[src/rtl/cache_types.sv]
// Shared cache-side types and constants.
// Used by the cache line / memory burst adapter.
package cache_types;

    localparam int BURST_WIDTH = 64;
    localparam int BEATS       = 4;

    typedef enum logic [2:0] {
        IDLE,
        RD_REQ,
        RD_COLLECT,
        WR_BURST,
        RESP
    } adapter_state_t;

endpackage

[src/rtl/cacheline_adapter.sv]
// Cache line to memory burst adapter.
// Splits line writes into beats and assembles read beats into a line.
module cacheline_adapter #(
    parameter int CACHE_LINE_SIZE = 256,
    parameter int BURST_WIDTH     = cache_types::BURST_WIDTH
) (
    input  logic                       clk,
    input  logic                       rst,
    input  logic [31:0]                mem_addr,
    input  logic                       mem_read,
    input  logic                       mem_write,
    input  logic [CACHE_LINE_SIZE-1:0] mem_wdata,
    output logic                       mem_resp,
    output logic [CACHE_LINE_SIZE-1:0] mem_line,
    output logic [31:0]                bmem_addr,
    output logic                       bmem_read,
    output logic                       bmem_write,
    output logic [BURST_WIDTH-1:0]     bmem_wdata,
    input  logic                       bmem_ready,
    input  logic [BURST_WIDTH-1:0]     bmem_rdata,
    input  logic                       bmem_rvalid
);

    import cache_types::adapter_state_t;
    import cache_types::IDLE;
    import cache_types::RD_REQ;
    import cache_types::RD_COLLECT;
    import cache_types::WR_BURST;
    import cache_types::RESP;

    localparam logic [1:0]  LAST_BEAT = 2'(cache_types::BEATS - 1);
    localparam logic [31:0] LINE_MASK = ~32'(CACHE_LINE_SIZE / 8 - 1);

    adapter_state_t             state;
    logic [1:0]                 beat_cnt;
    logic [1:0]                 beat_nxt;
    logic [CACHE_LINE_SIZE-1:0] line_q;
    logic [CACHE_LINE_SIZE-1:0] line_next;

    assign beat_nxt = beat_cnt + 2'd1;

    // Line buffer with the incoming read beat merged into its slot.
    always_comb begin
        line_next = line_q;
        line_next[int'(beat_cnt)*BURST_WIDTH +: BURST_WIDTH] = bmem_rdata;
    end

    // Control FSM; every output is registered and cleared outside its phase.
    always_ff @(posedge clk or posedge rst) begin
        if (rst) begin
            state      <= IDLE;
            beat_cnt   <= '0;
            line_q     <= '0;
            mem_resp   <= 1'b0;
            mem_line   <= '0;
            bmem_addr  <= '0;
            bmem_read  <= 1'b0;
            bmem_write <= 1'b0;
            bmem_wdata <= '0;
        end else begin
            unique case (state)
                IDLE: begin
                    if (mem_write) begin
                        line_q     <= mem_wdata;
                        beat_cnt   <= '0;
                        bmem_addr  <= mem_addr & LINE_MASK;
                        bmem_write <= 1'b1;
                        bmem_wdata <= mem_wdata[BURST_WIDTH-1:0];
                        state      <= WR_BURST;
                    end else if (mem_read) begin
                        beat_cnt  <= '0;
                        bmem_addr <= mem_addr & LINE_MASK;
                        bmem_read <= 1'b1;
                        state     <= RD_REQ;
                    end
                end
                RD_REQ: begin
                    if (bmem_ready) begin
                        bmem_read <= 1'b0;
                        bmem_addr <= '0;
                        state     <= RD_COLLECT;
                    end
                end
                RD_COLLECT: begin
                    if (bmem_rvalid) begin
                        line_q   <= line_next;
                        beat_cnt <= beat_nxt;
                        if (beat_cnt == LAST_BEAT) begin
                            mem_resp <= 1'b1;
                            mem_line <= line_next;
                            state    <= RESP;
                        end
                    end
                end
                WR_BURST: begin
                    if (bmem_ready) begin
                        beat_cnt <= beat_nxt;
                        if (beat_cnt == LAST_BEAT) begin
                            bmem_write <= 1'b0;
                            bmem_wdata <= '0;
                            bmem_addr  <= '0;
                            mem_resp   <= 1'b1;
                            mem_line   <= '0;
                            state      <= RESP;
                        end else begin
                            bmem_wdata <=
                                line_q[int'(beat_nxt)*BURST_WIDTH +: BURST_WIDTH];
                        end
                    end
                end
                RESP: begin
                    mem_resp <= 1'b0;
                    mem_line <= '0;
                    state    <= IDLE;
                end
                default: state <= IDLE;
            endcase
        end
    end

endmodule
[config.mk]
export PLATFORM = sky130hd
export DESIGN_NAME = cacheline_adapter
export DESIGN_NICKNAME = d
export VERILOG_FILES = /design/src/rtl/cache_types.sv /design/src/rtl/cacheline_adapter.sv
export SDC_FILE = /design/constraint.sdc
export NUM_CORES = 2
export LEC_CHECK = 0
export CAP_MARGIN = 20
export CELL_PAD_IN_SITES_DETAIL_PLACEMENT = 0
export CELL_PAD_IN_SITES_GLOBAL_PLACEMENT = 1
export CORE_MARGIN = 4
export CORE_UTILIZATION = 36
export DETAILED_ROUTE_END_ITERATION = 10
export PLACE_DENSITY = 0.76
export REMOVE_ABC_BUFFERS = 1
export SLEW_MARGIN = 0
export SYNTH_ARGS = -nofsm -noshare
export SYNTH_HDL_FRONTEND = slang
export SYNTH_SLANG_ARGS = --single-unit
[constraint.sdc]
create_clock -name clk -period 18.8 [get_ports clk]
set_input_delay 2.82 -clock clk [delete_from_list [all_inputs] [get_ports clk]]
set_output_delay 2.82 -clock clk [all_outputs]
set_load 0.005 [all_outputs]
Yosys cells after proc, flatten, opt, wreduce, memory -nomap -nowiden

Cells that the tools add are included.

Flip-flop bits (word level): 616
Bits in latches: 0
Bits in writable memories: 0
Memory bits (read-only): 0
Bits of input ports: 358
Output and inout bits: 355
Logic and storage cells: 87
Memories: 0

$add $sub $neg: 2
Multipliers: 0
Div/mod/pow operators: 0
Magnitude comparators: 0
Equality and inequality tests: 14
Shift operators: 3
Mux-type cells: 43
Bitwise logic cells: 0
Reduce and logical (&&, ||, !) cells: 16

Operators with widths:

| kind                                                    | count |
|---|---|
| two-way mux 256 bit                                     | 6 |
| one-hot mux 256 bit (3 select lines)                    | 1 |
| one-hot mux 256 bit (2 select lines)                    | 1 |
| bitwise mux 256 bit                                     | 1 |
| variable shift 64 x 33 -> 256 bit, first input constant | 1 |
| variable part select 256 x 9 -> 64 bit                  | 1 |
| variable part select 64 x 33 -> 256 bit                 | 1 |
| two-way mux 64 bit                                      | 3 |
| two-way mux 32 bit                                      | 5 |
| one-hot mux 64 bit (2 select lines)                     | 1 |
| one-hot mux 32 bit (3 select lines)                     | 1 |
| negator 8 -> 33 bit                                     | 1 |
| two-way mux 3 bit                                       | 6 |
| != test 2 bit, second input constant                    | 8 |
| AND reduction 4 bit                                     | 4 |
| one-hot mux 3 bit (4 select lines)                      | 1 |
| AND reduction 5 bit                                     | 2 |
| two-way mux 1 bit                                       | 9 |
| AND reduction 3 bit                                     | 3 |
| nonzero test 3 bit                                      | 3 |
| two-way mux 2 bit                                       | 4 |
| == test 3 x 2 -> 1 bit, second input constant           | 2 |
| one-hot mux 2 bit (3 select lines)                      | 1 |
| nonzero test 2 bit                                      | 3 |
| other kinds (8)                                         | 9 |

Depth between registers and ports, before layout

Depth after elaboration: 6
Depth in mapped cells: 12
Mapped depth without buffers: 6

Worst setup path before layout

No wires, ideal clock.

Kind: input to register
Start: input mem_write
End: register line_q[202]
Setup time: 118 ps
Arrival: 3999 ps
Required time: 18682 ps
Slack: 14683 ps
Stages: 8
Buffers on the path: 4
Path through: nor2b_1 > buf_2 > o21ai_4 > buf_4 > buf_2 > buf_2 > a211oi_1 > a21o_1

Word-level cells in the longest chain between the ends: 2

RTL lines:

| element                       | RTL line                | text |
|---|---|---|
| start: declaration            | cacheline_adapter.sv:11 | `input logic mem_write,` |
| != test 2 bit (no line)       | -                       |  |
| AND reduction 3 bit (no line) | -                       |  |
| end signal: assignment        | cacheline_adapter.sv:64 | `line_q <= mem_wdata;` |
| end signal: assignment        | cacheline_adapter.sv:86 | `line_q <= line_next;` |
| end: declaration              | cacheline_adapter.sv:37 | `logic [CACHE_LINE_SIZE-1:0] line_q;` |

Every way passes these cells.
A chain may end at the register's enable or synchronous reset.

Worst setup path in the final report

Start: input mem_write
End: register line_q[209]

The elaborated chain is that of the path after synthesis.

==> run metrics <==
placed instance area 39130 sq um; # resized after CTS 0; post-synthesis compound-gate area fraction 0.1920; maximum fanout along the worst path 102; Layout Nets 3943; CTS Sinks 611; standard-cell rows 108; number of flops mapped to enable cells by yosys 0; Worst R2R Path Depth 8; total number of vias 27280; internal power 4.541 mW; antenna violations before repair 33; Post-CTS Setup Repair Bufs 0; Max-cap violations 0; count of port buffers added during placement 702; sort of element at the end of the critical path register; DRC 0; Die X-Extent 304.5 um; run status finished, final reports clean; CP startpoint mem_write; fin crit share 0.3364; depth of the critical timing path with buffers and inverters included 7; core footprint 87020 sq um; Post-Synth XOR/XNOR Area 0; total power density per cell area 184.4 nW/um^2; post-synthesis async set-or-reset flop share 1.000; post-DR vias/cell 5.670; worst skew pair latency 0.62 ns; worst min-delay path category reg -> reg; number of DRC markers after the initial detailed-route iteration 2406; number of ports placed on the die boundary 713; share of total power consumed by net switching 0.4088; Clock power frac 0.189; switching power 3.140 mW; sequential share of the synthesized area 0.4832; share of power burned in registers 0.308; HPWL after DPL 76650 um; total of flip-flops plus latches after synthesis 611; fin. max-slew vios 0; kind of critical path in -> reg; Max rail drop VDD 0.1797 mV; clock tree root buffer cell sky130_fd_sc_hd__clkbuf_16; CP peak stage delay 0.96 ns; aggregate global-route resource usage 0.2650; worst hold slack 0.4867 ns; number of buffers on the longest clock path 3; setup repair after global routing missed its margin false; arithmetic-cell share of the synthesized area counting full adders, half adders and majority gates 0.002373; worst path required time 19.30 ns; Die ar. 92700 sq um; Leakage Power 18.37 nW; remaining antenna violation count after routing 0; pin count of the biggest net entering global routing 175; cell area after layout 41650 sq um; Top cell by count, worst path sky130_fd_sc_hd__buf_4; total negative setup slack 0 ns; fraction of synthesized area in multiplexers 0.1472; proportion of power drawn by combinational gates 0.503; reg-to-reg critical path startpoint beat_cnt[0]; TritonCTS clock tree done; CP Cell Sequence clkdlybuf4s50_1 > nor2b_1 > o21ai_4 > buf_4 > buf_4 > a211oi_1 > a21o_1; Worst Tran Pin Value 1.309 ns; Rel. slew slack 0.1276; post-detailed-routing wire length 127200 um; post-cts hold buffer count 0; die height 304.5 um; Peak Freq 158.1 MHz; Clock transition at path regs 0.06 ns; clock buffers created by TritonCTS 73; type of element launching the critical path primary input; crit-path leading delay family buffers and inverters; number of global-route vias before repair 27340; depth of the worst hold-timing path 1; Starting Density 0.3636; wire length of the first global-routing pass 187000 um; simple-gate share of the synthesized area 0.1258; number of setup violations in the final report 0; arrival time reported for the critical path endpoint 6.82 ns; most used flip-flop cell after synthesis sky130_fd_sc_hd__dfrtp_1; number of different library cells in the post-synthesis netlist 56; Area growth, synth to finish 31.65%; final hold vios 0; wire length per cell 26.43 um; number of iterations in the first detailed-routing pass 6; maximum level of the CTS H-tree 3; dominant combinational cell family by area after synthesis compound AO/OA/AOI/OAI gates; time the worst path needs with I/O delays and setup 6.325 ns; number of instances in the synthesized netlist 3051; routability cong. 0.8552; layout cell share with drive strength beyond 1 0.08198; Worst Skew 0.02242 ns; Hold Crit Start mem_line[118]; total grt overflow 0; cell area after technology mapping 31640 sq um; number of buffers and inverters on the critical path 3; cell at the slowest stage of the critical path sky130_fd_sc_hd__buf_4; total number of yosys warnings 0; Avg Inst Size Synth 10.37 sq um
[final timing paths]
kind | endpoint | slack, ns
setup / recovery | line_q[209] | 12.48
max in group asynchronous | line_q[189] | 13.04
hold / removal | mem_line[118] | 0.49
setup reg to reg | line_q[66] | 13.66
hold reg to reg | mem_line[118] | 0.49
min in group asynchronous | mem_line[69] | 2.74
[final cells by class]
class,instances,area (sq um)
Antenna cell,22,55.05
Clock buffer,112,2217
Clock inverter,19,226.5
Fill cell,8230,45370
Inverter,9,43.79
Multi-Input combinational cell,2135,14910
Sequential cell,611,15290
Tap cell,1155,1445
Timing Repair Buffer,749,7462
[cells in the mapped netlist, types with 2 or more instances]
library cell | number | area share
sky130_fd_sc_hd__a211oi_1 | 140 | 0.033
sky130_fd_sc_hd__a21boi_0 | 2 | 0.00047
sky130_fd_sc_hd__a21o_1 | 141 | 0.033
sky130_fd_sc_hd__a21oi_1 | 217 | 0.034
sky130_fd_sc_hd__a22oi_1 | 203 | 0.048
sky130_fd_sc_hd__a31oi_1 | 40 | 0.0079
sky130_fd_sc_hd__a32oi_1 | 41 | 0.011
sky130_fd_sc_hd__and2_1 | 2 | 0.00040
sky130_fd_sc_hd__and3_1 | 76 | 0.015
sky130_fd_sc_hd__and3b_1 | 2 | 0.00055
sky130_fd_sc_hd__and4_1 | 4 | 0.0011
sky130_fd_sc_hd__and4bb_2 | 2 | 0.00079
sky130_fd_sc_hd__buf_1 | 4 | 0.00047
sky130_fd_sc_hd__buf_2 | 134 | 0.021
sky130_fd_sc_hd__buf_4 | 27 | 0.0064
sky130_fd_sc_hd__buf_6 | 17 | 0.0061
sky130_fd_sc_hd__clkbuf_1 | 117 | 0.014
sky130_fd_sc_hd__dfrtp_1 | 611 | 0.48
sky130_fd_sc_hd__ha_1 | 6 | 0.0024
sky130_fd_sc_hd__inv_1 | 6 | 0.00071
sky130_fd_sc_hd__inv_2 | 2 | 0.00024
sky130_fd_sc_hd__mux2_1 | 239 | 0.085
sky130_fd_sc_hd__mux2_2 | 44 | 0.016
sky130_fd_sc_hd__mux2i_1 | 3 | 0.00095
sky130_fd_sc_hd__mux4_2 | 64 | 0.046
sky130_fd_sc_hd__nand2_1 | 124 | 0.015
sky130_fd_sc_hd__nand3_1 | 3 | 0.00047
sky130_fd_sc_hd__nor2_1 | 465 | 0.055
sky130_fd_sc_hd__nor2_2 | 2 | 0.00040
sky130_fd_sc_hd__nor2b_1 | 142 | 0.028
sky130_fd_sc_hd__nor3b_1 | 25 | 0.0059
sky130_fd_sc_hd__o21ai_0 | 100 | 0.016
sky130_fd_sc_hd__o21ai_1 | 22 | 0.0035
sky130_fd_sc_hd__o21ai_2 | 2 | 0.00055
[routing by layer]
layer	wire length, um	track usage	vias up
met5	120	0	-
met4	3999	0.09639	18
met1	51390	0.3394	13750
li1	-	-	12110
met3	11220	0.07298	238
met2	60470	0.4312	1173
[through the flow]
stage               total power [mW]  utilization  instances  worst slack [ns]
floorplan                      4.586            -       2755            -1.127
detailed placement             6.231       0.4496       4658             11.95
CTS                            7.718       0.4777       4789             12.60
global placement               6.177       0.4496       4658             11.99
finish                         7.682       0.4786       4812             12.48
global route                   8.153       0.4785       4806             12.30
[power groups by stage]
| stage | sequential, mW | combinational (mW) | clock (mW) |
|---|---|---|---|
| floorplan | 2.33 | 2.26 | 0 |
| global placement | 2.36 | 3.82 | 0 |
| detailed placement | 2.38 | 3.85 | 0 |
| CTS | 2.36 | 3.87 | 1.49 |
| global route | 2.44 | 4.17 | 1.54 |
| finish | 2.37 | 3.86 | 1.46 |
[worst reg2reg max path: cells and delay by family (launching register included)]
| family | cells | cell delay [ns] |
|---|---|---|
| adder cells (fa/ha/maj) | 1 | 0.72 |
| flip-flops | 1 | 0.98 |
| AND/OR/NAND/NOR | 1 | 0.75 |
| buffers and inverters | 3 | 1.90 |
| AO/OA/AOI/OAI | 3 | 0.73 |
[cell families after synthesis]
logic type / Yosys count
muxes: 350
AOI/OAI and AO/OA: 917
DFF: 611
adders and majority gates: 6
buffers and inverters: 309
other: 1
and+or+nand+nor: 857
[layout by cell type (no fill, tap or decap), drive strengths merged, types with 2 or more instances in the layout]
cell           count
nor2             467
ha                 6
and2               2
nor2b            142
clkinvlp           3
and3b              2
a31oi             41
a22oi            203
dfrtp            611
mux2             283
clkinv            14
nand3              3
clkdlybuf4s50    702
nor3               2
mux2i              3
o21ai            125
a21boi             2
a21o             141
bufinv             3
mux4              64
a21oi            219
nor3b             26
conb               5
and3              76
inv                8
diode             22
and4               4
a211oi           140
buf               47
clkbuf           112
a32oi             41
nand2            124
and4bb             2
[sequential cells by signal (all words and copies together), names as in the netlist]
name,count
state,3
bmem_wdata,64
bmem_write,1
beat_cnt,2
mem_line,256
bmem_read,1
line_q,256
mem_resp,1
bmem_addr,27
No activity file was read; power rests on OpenSTA's default activity.
